## src/rtl/bitrf_sweep_arb_if.sv

```systemverilog
// Bundle between the tag pipeline / sweep control / status-bit array and bitrf_sweep_arb.
// Optional macro BITRF_SWEEP_COUNT_EN adds the sw_cleared_cnt signal.
interface bitrf_sweep_arb_if #(
    parameter int INDEX_W = 13
);
    // Pipeline access: a_gnt is a same-cycle grant; an access completes in the cycle
    // where a_req=1 and a_gnt=1, and a_q is valid only then. There is no backpressure
    // beyond a_gnt, so the requester simply holds a_req until it sees a_gnt.
    logic               a_req;
    logic               a_wr;
    logic [INDEX_W-1:0] a_index;
    logic [3:0]         a_way;
    logic               a_d;
    logic               a_gnt;
    logic [3:0]         a_q;
    logic               sw_start;
    logic [3:0]         sw_way_mask;
    logic               sw_busy;
    logic               sw_done;
    logic [INDEX_W-1:0] rf_index;
    logic [3:0]         rf_way;
    logic               rf_wr;
    logic               rf_d;
    logic [3:0]         rf_q;
    logic [1:0]         sweep_state;
`ifdef BITRF_SWEEP_COUNT_EN
    logic [INDEX_W+2:0] sw_cleared_cnt;
`endif

    modport slave (
        input  a_req, a_wr, a_index, a_way, a_d, sw_start, sw_way_mask, rf_q,
        output a_gnt, a_q, sw_busy, sw_done, rf_index, rf_way, rf_wr, rf_d, sweep_state
`ifdef BITRF_SWEEP_COUNT_EN
        , output sw_cleared_cnt
`endif
    );

    modport master (
        output a_req, a_wr, a_index, a_way, a_d, sw_start, sw_way_mask, rf_q,
        input  a_gnt, a_q, sw_busy, sw_done, rf_index, rf_way, rf_wr, rf_d, sweep_state
`ifdef BITRF_SWEEP_COUNT_EN
        , input sw_cleared_cnt
`endif
    );
endinterface

```

## src/rtl/bitrf_sweep_arb.sv

```systemverilog
// Single-port scheduler for the per-line status-bit array: pipeline accesses vs. bulk way-clear sweep.
// Optional macro BITRF_SWEEP_COUNT_EN adds sw_cleared_cnt (bits found set and cleared by the sweep).
module bitrf_sweep_arb #(
    parameter int ENTRIES      = 8192,
    parameter int INDEX_W      = 13,
    parameter int STARVE_LIMIT = 16
) (
    input logic             clk,
    input logic             reset,
    bitrf_sweep_arb_if.slave bus
);
    typedef enum logic [1:0] {IDLE = 2'd0, SWEEP = 2'd1, DONE = 2'd2} state_t;

    localparam logic [7:0]         STARVE_MAX = 8'(STARVE_LIMIT);
    localparam logic [INDEX_W-1:0] LAST_IDX   = INDEX_W'(ENTRIES - 1);

    state_t             state, state_nxt;
    logic [INDEX_W-1:0] sweep_idx;
    logic [3:0]         mask_q;
    logic [7:0]         starve_cnt;
    logic [3:0]         cur_way;
    logic [3:0]         mask_left;
    logic               last_idx;
    logic               sweep_slot;
    logic               accept;

    // Ways are cleared lowest-first; the current way is the lowest bit still pending.
    assign cur_way    = mask_q & (~mask_q + 4'd1);
    assign mask_left  = mask_q & ~cur_way;
    assign last_idx   = (sweep_idx == LAST_IDX);
    assign sweep_slot = (state == SWEEP) && (!bus.a_req || (starve_cnt == STARVE_MAX));
    assign accept     = (state != SWEEP) && bus.sw_start;

    always_ff @(posedge clk) begin
        if (reset) begin
            state <= IDLE;
        end else begin
            state <= state_nxt;
        end
    end

    always_comb begin
        state_nxt    = state;
        bus.a_gnt    = bus.a_req && !sweep_slot;
        bus.a_q      = bus.rf_q;
        bus.sw_busy  = (state == SWEEP);
        bus.sw_done  = (state == DONE);
        bus.rf_index = '0;
        bus.rf_way   = 4'b0000;
        bus.rf_wr    = 1'b0;
        bus.rf_d     = 1'b0;

        if (sweep_slot) begin
            bus.rf_index = sweep_idx;
            bus.rf_way   = cur_way;
            bus.rf_wr    = 1'b1;
        end else if (bus.a_req) begin
            bus.rf_index = bus.a_index;
            bus.rf_way   = bus.a_way;
            bus.rf_wr    = bus.a_wr;
            bus.rf_d     = bus.a_d;
        end

        case (state)
            IDLE, DONE: begin
                if (accept) begin
                    state_nxt = (bus.sw_way_mask != 4'b0000) ? SWEEP : DONE;
                end else begin
                    state_nxt = IDLE;
                end
            end
            SWEEP: begin
                if (sweep_slot && last_idx && (mask_left == 4'b0000)) begin
                    state_nxt = DONE;
                end
            end
            default: state_nxt = IDLE;
        endcase
    end

    always_ff @(posedge clk) begin
        if (reset) begin
            sweep_idx  <= '0;
            mask_q     <= 4'b0000;
            starve_cnt <= 8'd0;
        end else if (accept) begin
            sweep_idx  <= '0;
            mask_q     <= bus.sw_way_mask;
            starve_cnt <= 8'd0;
        end else if (state == SWEEP) begin
            if (sweep_slot) begin
                starve_cnt <= 8'd0;
                if (last_idx) begin
                    sweep_idx <= '0;
                    mask_q    <= mask_left;
                end else begin
                    sweep_idx <= sweep_idx + 1'b1;
                end
            end else if (starve_cnt != 8'hFF) begin
                starve_cnt <= starve_cnt + 8'd1;
            end
        end
    end

    assign bus.sweep_state = state;

`ifdef BITRF_SWEEP_COUNT_EN
    logic [INDEX_W+2:0] cleared_cnt;

    // rf_q is the pre-write contents of the slot being cleared this cycle.
    always_ff @(posedge clk) begin
        if (reset || accept) begin
            cleared_cnt <= '0;
        end else if (sweep_slot && ((bus.rf_q & cur_way) != 4'b0000)) begin
            cleared_cnt <= cleared_cnt + 1'b1;
        end
    end

    assign bus.sw_cleared_cnt = cleared_cnt;
`endif
endmodule

```

## src/flat_wrapper.sv

```systemverilog
// flat-port wrapper written by rule: the top's interface ports become plain ports
module bitrf_sweep_arb_flat 
#(
    parameter int ENTRIES      = 8192,
    parameter int INDEX_W      = 13,
    parameter int STARVE_LIMIT = 16
)
  (clk, reset, bus_a_req, bus_a_wr, bus_a_index, bus_a_way, bus_a_d, bus_sw_start, bus_sw_way_mask, bus_rf_q, bus_a_gnt, bus_a_q, bus_sw_busy, bus_sw_done, bus_rf_index, bus_rf_way, bus_rf_wr, bus_rf_d, bus_sweep_state);
  bitrf_sweep_arb_if #(.INDEX_W(INDEX_W)) bus_i ();
  input logic clk;
  input logic reset;
  input wire logic [$bits(bus_i.a_req)-1:0] bus_a_req;
  input wire logic [$bits(bus_i.a_wr)-1:0] bus_a_wr;
  input wire logic [$bits(bus_i.a_index)-1:0] bus_a_index;
  input wire logic [$bits(bus_i.a_way)-1:0] bus_a_way;
  input wire logic [$bits(bus_i.a_d)-1:0] bus_a_d;
  input wire logic [$bits(bus_i.sw_start)-1:0] bus_sw_start;
  input wire logic [$bits(bus_i.sw_way_mask)-1:0] bus_sw_way_mask;
  input wire logic [$bits(bus_i.rf_q)-1:0] bus_rf_q;
  output wire logic [$bits(bus_i.a_gnt)-1:0] bus_a_gnt;
  output wire logic [$bits(bus_i.a_q)-1:0] bus_a_q;
  output wire logic [$bits(bus_i.sw_busy)-1:0] bus_sw_busy;
  output wire logic [$bits(bus_i.sw_done)-1:0] bus_sw_done;
  output wire logic [$bits(bus_i.rf_index)-1:0] bus_rf_index;
  output wire logic [$bits(bus_i.rf_way)-1:0] bus_rf_way;
  output wire logic [$bits(bus_i.rf_wr)-1:0] bus_rf_wr;
  output wire logic [$bits(bus_i.rf_d)-1:0] bus_rf_d;
  output wire logic [$bits(bus_i.sweep_state)-1:0] bus_sweep_state;
  assign bus_i.a_req = bus_a_req;
  assign bus_i.a_wr = bus_a_wr;
  assign bus_i.a_index = bus_a_index;
  assign bus_i.a_way = bus_a_way;
  assign bus_i.a_d = bus_a_d;
  assign bus_i.sw_start = bus_sw_start;
  assign bus_i.sw_way_mask = bus_sw_way_mask;
  assign bus_i.rf_q = bus_rf_q;
  assign bus_a_gnt = bus_i.a_gnt;
  assign bus_a_q = bus_i.a_q;
  assign bus_sw_busy = bus_i.sw_busy;
  assign bus_sw_done = bus_i.sw_done;
  assign bus_rf_index = bus_i.rf_index;
  assign bus_rf_way = bus_i.rf_way;
  assign bus_rf_wr = bus_i.rf_wr;
  assign bus_rf_d = bus_i.rf_d;
  assign bus_sweep_state = bus_i.sweep_state;
  bitrf_sweep_arb #(.ENTRIES(ENTRIES), .INDEX_W(INDEX_W), .STARVE_LIMIT(STARVE_LIMIT)) u_core (.clk(clk), .reset(reset), .bus(bus_i));
endmodule
```

## config.mk

```make
export PLATFORM = sky130hd
export DESIGN_NAME = bitrf_sweep_arb_flat
export DESIGN_NICKNAME = d
export VERILOG_FILES = /design/src/rtl/bitrf_sweep_arb_if.sv /design/src/rtl/bitrf_sweep_arb.sv /design/src/flat_wrapper.sv
export SDC_FILE = /design/constraint.sdc
export NUM_CORES = 1
export LEC_CHECK = 0
export CAP_MARGIN = 20
export CORE_ASPECT_RATIO = 1.1
export CORE_MARGIN = 2
export CORE_UTILIZATION = 46
export DETAILED_ROUTE_END_ITERATION = 12
export PLACE_DENSITY = 0.91
export REMOVE_ABC_BUFFERS = 1
export SYNTH_ARGS = -nofsm -noshare
export SYNTH_HDL_FRONTEND = slang
export SYNTH_SLANG_ARGS = --single-unit
```

## constraint.sdc

```tcl
create_clock -name clk -period 3.5 [get_ports clk]
set_clock_uncertainty 0.1 [all_clocks]
set_input_delay 0.7 -clock clk [delete_from_list [all_inputs] [get_ports clk]]
set_output_delay 0.7 -clock clk [all_outputs]
set_load 0.1 [all_outputs]
```

==> results of run 1 <==
## cells in the final DEF (no fill, tap or decap), drive strengths merged, types with 3 or more instances in the layout
master	n
or4b	3
and4	6
nor3b	3
o21ai	25
or4	5
or3	4
nor2	12
o2bb2ai	5
dfxtp	27
a32o	5
and3	4
ha	3
a21oi	13
nand2	30
clkbuf	3
o211ai	3
clkdlybuf4s50	27
o31ai	4
nand4	9
nand3	23
nor3	6
nor4	5
nand2b	3
a211oi	3
buf	32
inv	7
## layer usage
| layer | vias up | routed length, µm | global-route usage (%) |
|---|---|---|---|
| li1 | 1014 | - | - |
| met1 | 988 | 2150 | 31.4 |
| met2 | 163 | 2900 | 46.4 |
| met3 | 22 | 549 | 3.86 |
| met4 | 0 | 144 | 8.94 |
| met5 | - | 0 | 0 |
## flip-flops by register name, summed over array words and instances (netlist names)
register,flops
u_core.sweep_idx,13
u_core.mask_q,4
u_core.starve_cnt,8
u_core.bus.sweep_state,2
## worst max path at each step
stage | start | endpoint | slack (ns) | depth (start not counted)
after floorplan | u_core.bus.sweep_state[1]$_SDFFE_PP0P_ | bus_rf_d | -1.41 | 3
after global placement | u_core.starve_cnt[0]$_SDFFE_PP0P_ | bus_rf_way[3] | 0.21 | 7
after detailed placement | u_core.starve_cnt[0]$_SDFFE_PP0P_ | bus_rf_way[3] | 0.10 | 7
after CTS | u_core.starve_cnt[0]$_SDFFE_PP0P_ | bus_rf_way[3] | 0.0008 | 7
after global routing | u_core.starve_cnt[0]$_SDFFE_PP0P_ | bus_rf_index[5] | 0.06 | 7
final | u_core.starve_cnt[0]$_SDFFE_PP0P_ | bus_rf_index[7] | 0.15 | 7
## logic make-up (layout without fill, tap and decap cells)
kind of cell    after synthesis  in the layout  synth area share (%)
simple gates                120            120                  35.7
compound gates               65             66                  23.3
buf+inv                      29             70                  7.27
flops                        27             27                  29.6
mux                           2              2                  1.10
fa+ha+maj                     3              3                  2.06
xor+xnor                      2              2                 0.960
## layout make-up
class | instances | area (µm²)
timing repair buffer | 59 | 786
clock inverter | 1 | 7.51
sequential | 27 | 541
multi-input combinational | 193 | 1190
tap | 52 | 65.1
clock buffer | 3 | 41.3
inverter | 7 | 26.3
fill | 300 | 1220
## through the flow
stage               utilization, %  power [mW]  std cells  cell area (µm²)  setup TNS (ns)
finish                        68.6       0.834        342             2660               0
global route                  68.6       0.861        342             2660               0
CTS                           68.1       0.829        341             2640               0
detailed placement            66.1       0.649        336             2560               0
global placement              66.1       0.642        336             2560               0
floorplan                        -       0.508        226             1720          -25.39
## synthesized netlist by cell type (all sizes together)
cell	count
clkbuf	16
xor2	1
dfxtp	27
and3	4
o31ai	4
nor4	5
a211o	1
nand4b	1
nor2	12
o41a	1
o211ai	3
and4	6
or2	2
o41ai	1
nand2b	3
ha	3
a21o	2
nand2	30
or4b	3
mux2i	2
or3	4
nand3	23
o21ai	25
buf	6
nor3	6
and2	2
a2111oi	1
a21oi	13
nor2b	2
o2bb2ai	5
nor3b	3
a211oi	3
nand4	9
a31oi	1
xnor2	1
or4	5
a32o	5
inv	7
## what timing repair did
item                                    4_1_cts  5_1_grt
setup buffers                                 0        1
cloned                                        1        0
endpoints found under the setup margin       17       13
pin swaps                                     1        2
hold buffers                                  0        0
resized for setup                             2        0
## where the power goes
part	internal [mW]	switching [mW]
clock	0.0810	0.104
sequential	0.313	0.00659
combinational	0.117	0.212
total	0.511	0.323
## tightest hold or removal path: stages (launching register included)
cell       delay [ns]
dfxtp_1          0.35
nand2_1          0.06
o2bb2ai_1        0.06
==> metrics, run 1 <==
I/O Pins=59; first-pass GRT wire length=9540 µm; Detailed Route Iter0 Violations=166; PortBufs=50; clk root buf=clkbuf_8; PwrDens=314 nW/µm²; ratio of cells with drive above 1 in the final layout=14.8%; CTS buffer count=3; H-tree levels=1; clock-pin slew on the worst setup and hold paths=0.10 ns; DRC violations left=0; number of global-route vias before repair=2049; crit path max fanout=11; WHS=0.407 ns; Slew HR=35.9%; Ys Warns=0; worst hold start=u_core.mask_q[3]$_SDFFE_PP0P_; DP Worst Slack=0.103 ns; Layout Nets=325; placer congestion estimate=0.990; largest cells by area after synthesis=dfxtp_1 30%, o21ai_0 6.6%, nand3_1 6.3%, nand2_1 6.2%, a21oi_1 3.6%; worst r2r src=u_core.starve_cnt[0]$_SDFFE_PP0P_; final setup violation count=0; clk buf depth=2; critical path arrival=2.55 ns; Initial Utilization=47.1%; reg-to-reg endpoint=u_core.mask_q[1]$_SDFFE_PP0P_; initial antenna violation count=0; largest net degree at the start of global routing=27; Slowest-stage cell, CP=o41ai_4; DR vias/cell=6.39; cells along the critical path=inv_1, ha_1, or4b_4, o41ai_4, nand3_1, o21ai_0, buf_12; Min-Delay Endpoint=u_core.mask_q[3]$_SDFFE_PP0P_; grt ovf=0; vias post-DR=2187; Worst Hold Path Cells=2; Max Clk Rate=298 MHz; DP HPWL=3910 µm; die width=64.1 µm; crit end category=output pin; final wirelength=5740 µm; Clock Latency Late Sink=0.28 ns; MaxCap Viol Count=0; CP top delay family=compound AO/OA/AOI/OAI gates; Final ANT Viol Nets=0; DR pass1 iterations=5; share of the synthesized area in the top cell type=29.6%; core area=3870 µm²; final worst path period share=95.8%; Routed wire per std cell=16.8 µm; Rows=24; fin crit period=3.35 ns; post-synthesis cell area=1830 µm²; Seq/Total Area, Yosys=29.6%; die span in y=70.1 µm; Peak supply drop=0.147 mV; Clock Sinks=27; CTS tree=built; status=finished clean; CP Launch Type=flop; R2R setup slack=0.90 ns; Worst Tran Pin Value=0.958 ns; leakage power=0.904 nW; Final Hold Vio Count=0; area added between synthesis and finish=45.6%; number of synthesized register bits=27; synthesized area per cell=7.36 µm²; Worst Reg-to-Reg Cells=7; Slew Limit Fails=0; setup repair after global routing missed its margin=no; cells after synthesis=248; Crit path buffers/inverters=2; GRT Overall Usage=26.0%; Distinct cells, synth=42; critical path required time=2.70 ns; area leader, netlist=dfxtp_1; final worst slack=0.149 ns; die area=4490 µm²; max incr delay on CP=0.62 ns; ant diodes=0; Hold WC Path Type=reg2reg; Setup Crit Path Kind=reg2out
(Power assumes the default switching activity.)
==> run 2, diff against run 1 <==
PLACE_DENSITY = 0.87   (was 0.91)
==> run 2 against run 1 <==
Compared with the run above:
- global-route usage decreased by 1.2 points
- highest routed layer unchanged
- sequential share of layout area grew 0.37 points
- largest cell class unchanged
- via count is 5.9% lower
==> metrics, run 2 (same netlist as run 1, synthesis figures left out) <==
status=finished clean (unchanged); I/O Pins=59 (unchanged); critical path required time=2.70 ns (about the same); Clock Sinks=27 (unchanged); Worst Tran Pin Value=0.958 ns (about the same); setup TNS=0 ns (unchanged); Detailed Route Iter0 Violations=179 (was 166); critical path launch point=u_core.starve_cnt[0]$_SDFFE_PP0P_ (unchanged); MaxCap Viol Count=0 (unchanged); clk root buf=clkbuf_8 (unchanged); Post-CTS Setup Bufs=0 (unchanged); die width=64.1 µm (unchanged); largest net degree at the start of global routing=29 (was 27); Setup Crit Path Kind=reg2out (unchanged); Register Area=541 µm² (unchanged); PortBufs=50 (unchanged); die span in y=70.1 µm (unchanged); Final Hold Vio Count=0 (unchanged); CTS buffer count=3 (unchanged); Layout fillers=294 (was 300); first-pass GRT wire length=9240 µm (was 9540 µm); DRC violations left=0 (unchanged); max FFs per register=13 (unchanged); placer congestion estimate=0.896 (was 0.990); PwrDens=314 nW/µm² (about the same); WHS=0.408 ns (was 0.407 ns); Reg with most FFs=u_core.sweep_idx (unchanged); GRT Overall Usage=24.8% (was 26.0%); Slew HR=35.9% (about the same); critical path arrival=2.47 ns (was 2.55 ns); leakage power=0.885 nW (was 0.904 nW); die area=4490 µm² (unchanged); initial antenna violation count=0 (unchanged); Rows=24 (unchanged); area added between synthesis and finish=43.0% (was 45.6%); Layout Nets=322 (was 325); Peak supply drop=0.177 mV (was 0.147 mV); worst r2r src=u_core.starve_cnt[0]$_SDFFE_PP0P_ (unchanged); CTS tree=built (unchanged); core area=3870 µm² (unchanged); setup repair after global routing missed its margin=no (unchanged); Routed wire per std cell=15.7 µm (was 16.8 µm); H-tree levels=1 (unchanged); biggest regs=u_core.sweep_idx: 13 flops, u_core.starve_cnt: 8 flops, u_core.mask_q: 4 flops (unchanged); final worst path period share=93.6% (was 95.8%); number of global-route vias before repair=2035 (was 2049); final wirelength=5310 µm (was 5740 µm); clk buf depth=2 (unchanged); ratio of cells with drive above 1 in the final layout=13.9% (was 14.8%); Clock Latency Late Sink=0.27 ns (was 0.28 ns); Slew Limit Fails=0 (unchanged); ant diodes=0 (unchanged); DR pass1 iterations=4 (was 5); commonest cells after routing, fill and taps aside=30 x nand2_1, 27 x clkdlybuf4s50_1, 27 x dfxtp_1 (unchanged); R2R setup slack=0.90 ns (about the same); DP HPWL=3790 µm (was 3910 µm); DR vias/cell=6.07 (was 6.39); crit path max fanout=15 (was 11); commonest non-fill, non-tap cell in the layout=nand2_1 (unchanged); worst hold start=u_core.mask_q[3]$_SDFFE_PP0P_ (unchanged); vias post-DR=2059 (was 2187); total power draw=820 µW (was 834 µW); final setup violation count=0 (unchanged); fin crit period=3.27 ns (was 3.35 ns); Initial Utilization=47.1% (unchanged); clock-pin slew on the worst setup and hold paths=0.09 ns (was 0.10 ns); crit end category=output pin (unchanged); Hold WC Path Type=reg2reg (unchanged); grt ovf=0 (unchanged); CP Launch Type=flop (unchanged); area of the multi-input gates=1170 µm² (was 1190 µm²); Final ANT Viol Nets=0 (unchanged); Max Clk Rate=305 MHz (was 298 MHz)
[run 2: area by class of cell]
class                      count  share of cell area, %
tap                           52                   2.49
inverter                       7                   1.01
multi-input combinational    192                   44.9
clock buffer                   4                   1.73
sequential                    27                   20.7
timing repair buffer          57                   29.2
[run 2: what timing repair did]
item	in CTS	in global routing
gates resized for setup	0	2
setup endpoints to repair	0	19
hold buffers	0	0
[run 2: path summary, 6_finish.rpt]
| kind | depth (start not counted) | end |
|---|---|---|
| min | 2 | u_core.mask_q[3]$_SDFFE_PP0P_ |
| max | 8 | bus_rf_index[8] |
| max reg2reg | 7 | u_core.mask_q[1]$_SDFFE_PP0P_ |
| min reg2reg | 2 | u_core.mask_q[3]$_SDFFE_PP0P_ |
[run 2: metrics by stage]
step	util, %	instance area [µm²]	cells	setup WS (ns)
after floorplan	-	1720	226	-1.41
after global placement	65.7	2550	334	-0.246
after detailed placement	66.0	2560	335	0.328
after CTS	67.2	2600	339	0.0144
after global routing	67.4	2610	339	0.0893
final	67.4	2610	339	0.225
[run 2: per-layer routing]
layer / up-vias / part of all wire [%] / GRT usage (%)
li1: 1000 / - / -
met1: 975 / 42 / 30.1
met2: 77 / 52 / 44.3
met3: 7 / 5.1 / 4.99
met4: 0 / 0.81 / 5.80
met5: - / 0 / 0
[run 2: worst max-delay path: stages (launching register included)]
cell and delay [ns]:
dfxtp_1 0.35, inv_1 0.10, ha_1 0.14, or4b_4 0.48, o41a_1 0.38, nor2_4 0.19
buf_6 0.19, o21ai_0 0.17, buf_12 0.21
[run 2: where the power goes]
group | switching [mW] | internal [mW]
combinational | 0.207 | 0.113
clock | 0.0975 | 0.0816
sequential | 0.00724 | 0.313
total | 0.312 | 0.508
==> run 3, diff against run 2 <==
SLEW_MARGIN = 25   (was default)
==> run 3 against run 2 <==
Compared with the run above:
- die area stayed put
- hold slack gained 0.0050 ns
- cell area did not move
- first-iteration DRC count stayed put
- setup slack lost 0.065 ns
- register-to-register slack lost 0.12 ns
- via count up 2.9%
- global-route usage fell by 0.40 points
- sequential power about the same
- sequential share of layout area did not move
- highest routed layer unchanged
==> metrics, run 3 (same netlist as run 1, synthesis figures left out) <==
max FFs per register=13 (unchanged); ratio of cells with drive above 1 in the final layout=13.9% (unchanged); clk buf depth=2 (unchanged); DRC violations left=0 (unchanged); total power draw=825 µW (was 820 µW); area added between synthesis and finish=43.0% (unchanged); DR vias/cell=6.25 (was 6.07); status=finished clean (unchanged); ant diodes=0 (unchanged); CP Launch Type=flop (unchanged); MaxCap Viol Count=0 (unchanged); setup TNS=0 ns (unchanged); final worst path period share=95.4% (was 93.6%); Clock Sinks=27 (unchanged); CTS tree=built (unchanged); grt ovf=0 (unchanged); CTS buffer count=3 (unchanged); die area=4490 µm² (unchanged); Slew HR=35.9% (about the same); biggest regs=u_core.sweep_idx: 13 flops, u_core.starve_cnt: 8 flops, u_core.mask_q: 4 flops (unchanged); first-pass GRT wire length=9020 µm (was 9240 µm); placed insts=334 (was 335); final worst slack=0.160 ns (was 0.225 ns); die span in y=70.1 µm (unchanged); critical path required time=2.70 ns (about the same); Design Area, Final=2610 µm² (unchanged); Routed wire per std cell=16.1 µm (was 15.7 µm); dpl cell area=2550 µm² (was 2560 µm²); PwrDens=316 nW/µm² (was 314 nW/µm²); PortBufs=50 (unchanged); Detailed Route Iter0 Violations=179 (unchanged); GRT Overall Usage=24.4% (was 24.8%); placer congestion estimate=0.896 (unchanged); commonest cells after routing, fill and taps aside=30 x nand2_1, 27 x clkdlybuf4s50_1, 27 x dfxtp_1 (unchanged); DP Worst Slack=0.116 ns (was 0.328 ns); clock-pin slew on the worst setup and hold paths=0.09 ns (about the same); Clock Latency Late Sink=0.28 ns (was 0.27 ns); Final ANT Viol Nets=0 (unchanged); initial antenna violation count=0 (unchanged); Hold WC Path Type=reg2reg (unchanged); CTS Hold Bufs=0 (unchanged); clk root buf=clkbuf_8 (unchanged); largest net degree at the start of global routing=29 (unchanged); H-tree levels=1 (unchanged); Final Non-Filler Cells=339 (unchanged); Initial Utilization=47.1% (unchanged); Post-CTS Setup Bufs=0 (unchanged); die width=64.1 µm (unchanged); Max Clk Rate=299 MHz (was 305 MHz); crit end category=output pin (unchanged); crit path max fanout=11 (was 15); final wirelength=5460 µm (was 5310 µm); I/O Pins=59 (unchanged); Slew Limit Fails=0 (unchanged); Setup Crit Path Kind=reg2out (unchanged); setup repair after global routing missed its margin=no (unchanged); vias post-DR=2118 (was 2059); Layout Nets=322 (unchanged); critical path arrival=2.54 ns (was 2.47 ns); Peak supply drop=0.210 mV (was 0.177 mV); core area=3870 µm² (unchanged); Worst Tran Pin Value=0.958 ns (about the same); Final Hold Vio Count=0 (unchanged); DR pass1 iterations=4 (unchanged); commonest non-fill, non-tap cell in the layout=nand2_1 (unchanged); Reg with most FFs=u_core.sweep_idx (unchanged); number of global-route vias before repair=2024 (was 2035); DP HPWL=3720 µm (was 3790 µm); fin crit period=3.34 ns (was 3.27 ns); Rows=24 (unchanged); final setup violation count=0 (unchanged); leakage power=0.881 nW (was 0.885 nW)
## run 3: cell types whose count changed in the layout (fill, tap and decap cells not counted)
cell and delta:
buf_6 -1, nor2_4 +1
## run 3: layout make-up
cell class	instances	area (µm²)
flip-flops and latches	27	541
fillers	298	1260
clock buffers	4	45.0
multi-input cells	193	1180
repair buffers	56	751
well taps	52	65.1
inverters	7	26.3
## run 3: worst max-delay path, cell delays in order, from the launching register on
cell and delay [ns]:
dfxtp_1 0.35, inv_1 0.11, ha_1 0.15, or4b_4 0.47
o41a_1 0.44, nor2_4 0.28, o21ai_0 0.23, buf_12 0.22
## run 3: metrics by stage
step	hold WS (ns)	util (%)
global route	0.444	67.4
floorplan	0.364	-
finish	0.413	67.4
detailed placement	0.396	65.8
global placement	0.377	65.7
CTS	0.409	67.1
## run 3: final timing paths
path                                                         from                             to  slack, ns  cells past startpoint
worst max-delay path            u_core.starve_cnt[0]$_SDFFE_PP0P_                bus_rf_index[8]       0.16                      7
worst min-delay path                u_core.mask_q[3]$_SDFFE_PP0P_  u_core.mask_q[3]$_SDFFE_PP0P_       0.41                      2
worst max register to register  u_core.starve_cnt[0]$_SDFFE_PP0P_  u_core.mask_q[1]$_SDFFE_PP0P_       0.78                      7
worst min register to register      u_core.mask_q[3]$_SDFFE_PP0P_  u_core.mask_q[3]$_SDFFE_PP0P_       0.41                      2
## run 3: repair_timing
item                       4_1_cts  5_1_grt
setup endpoints to repair       20       17
cloned                           0        1
gates resized for setup          1        1
## run 3: report_power, final
| group | total, mW | internal [mW] | switching [mW] |
|---|---|---|---|
| logic | 0.323 | 0.113 | 0.211 |
| registers | 0.320 | 0.313 | 0.00712 |
| clock network | 0.182 | 0.0818 | 0.100 |
| total | 0.825 | 0.507 | 0.318 |
## run 3: routing by layer
layer  up-vias  part of all wire [%]  track usage, %
li1       1006                     -               -
met1       999                    39            29.7
met2       103                    52            42.1
met3        10                   7.1            4.35
met4         0                   1.4            9.42
met5         -                     0               0
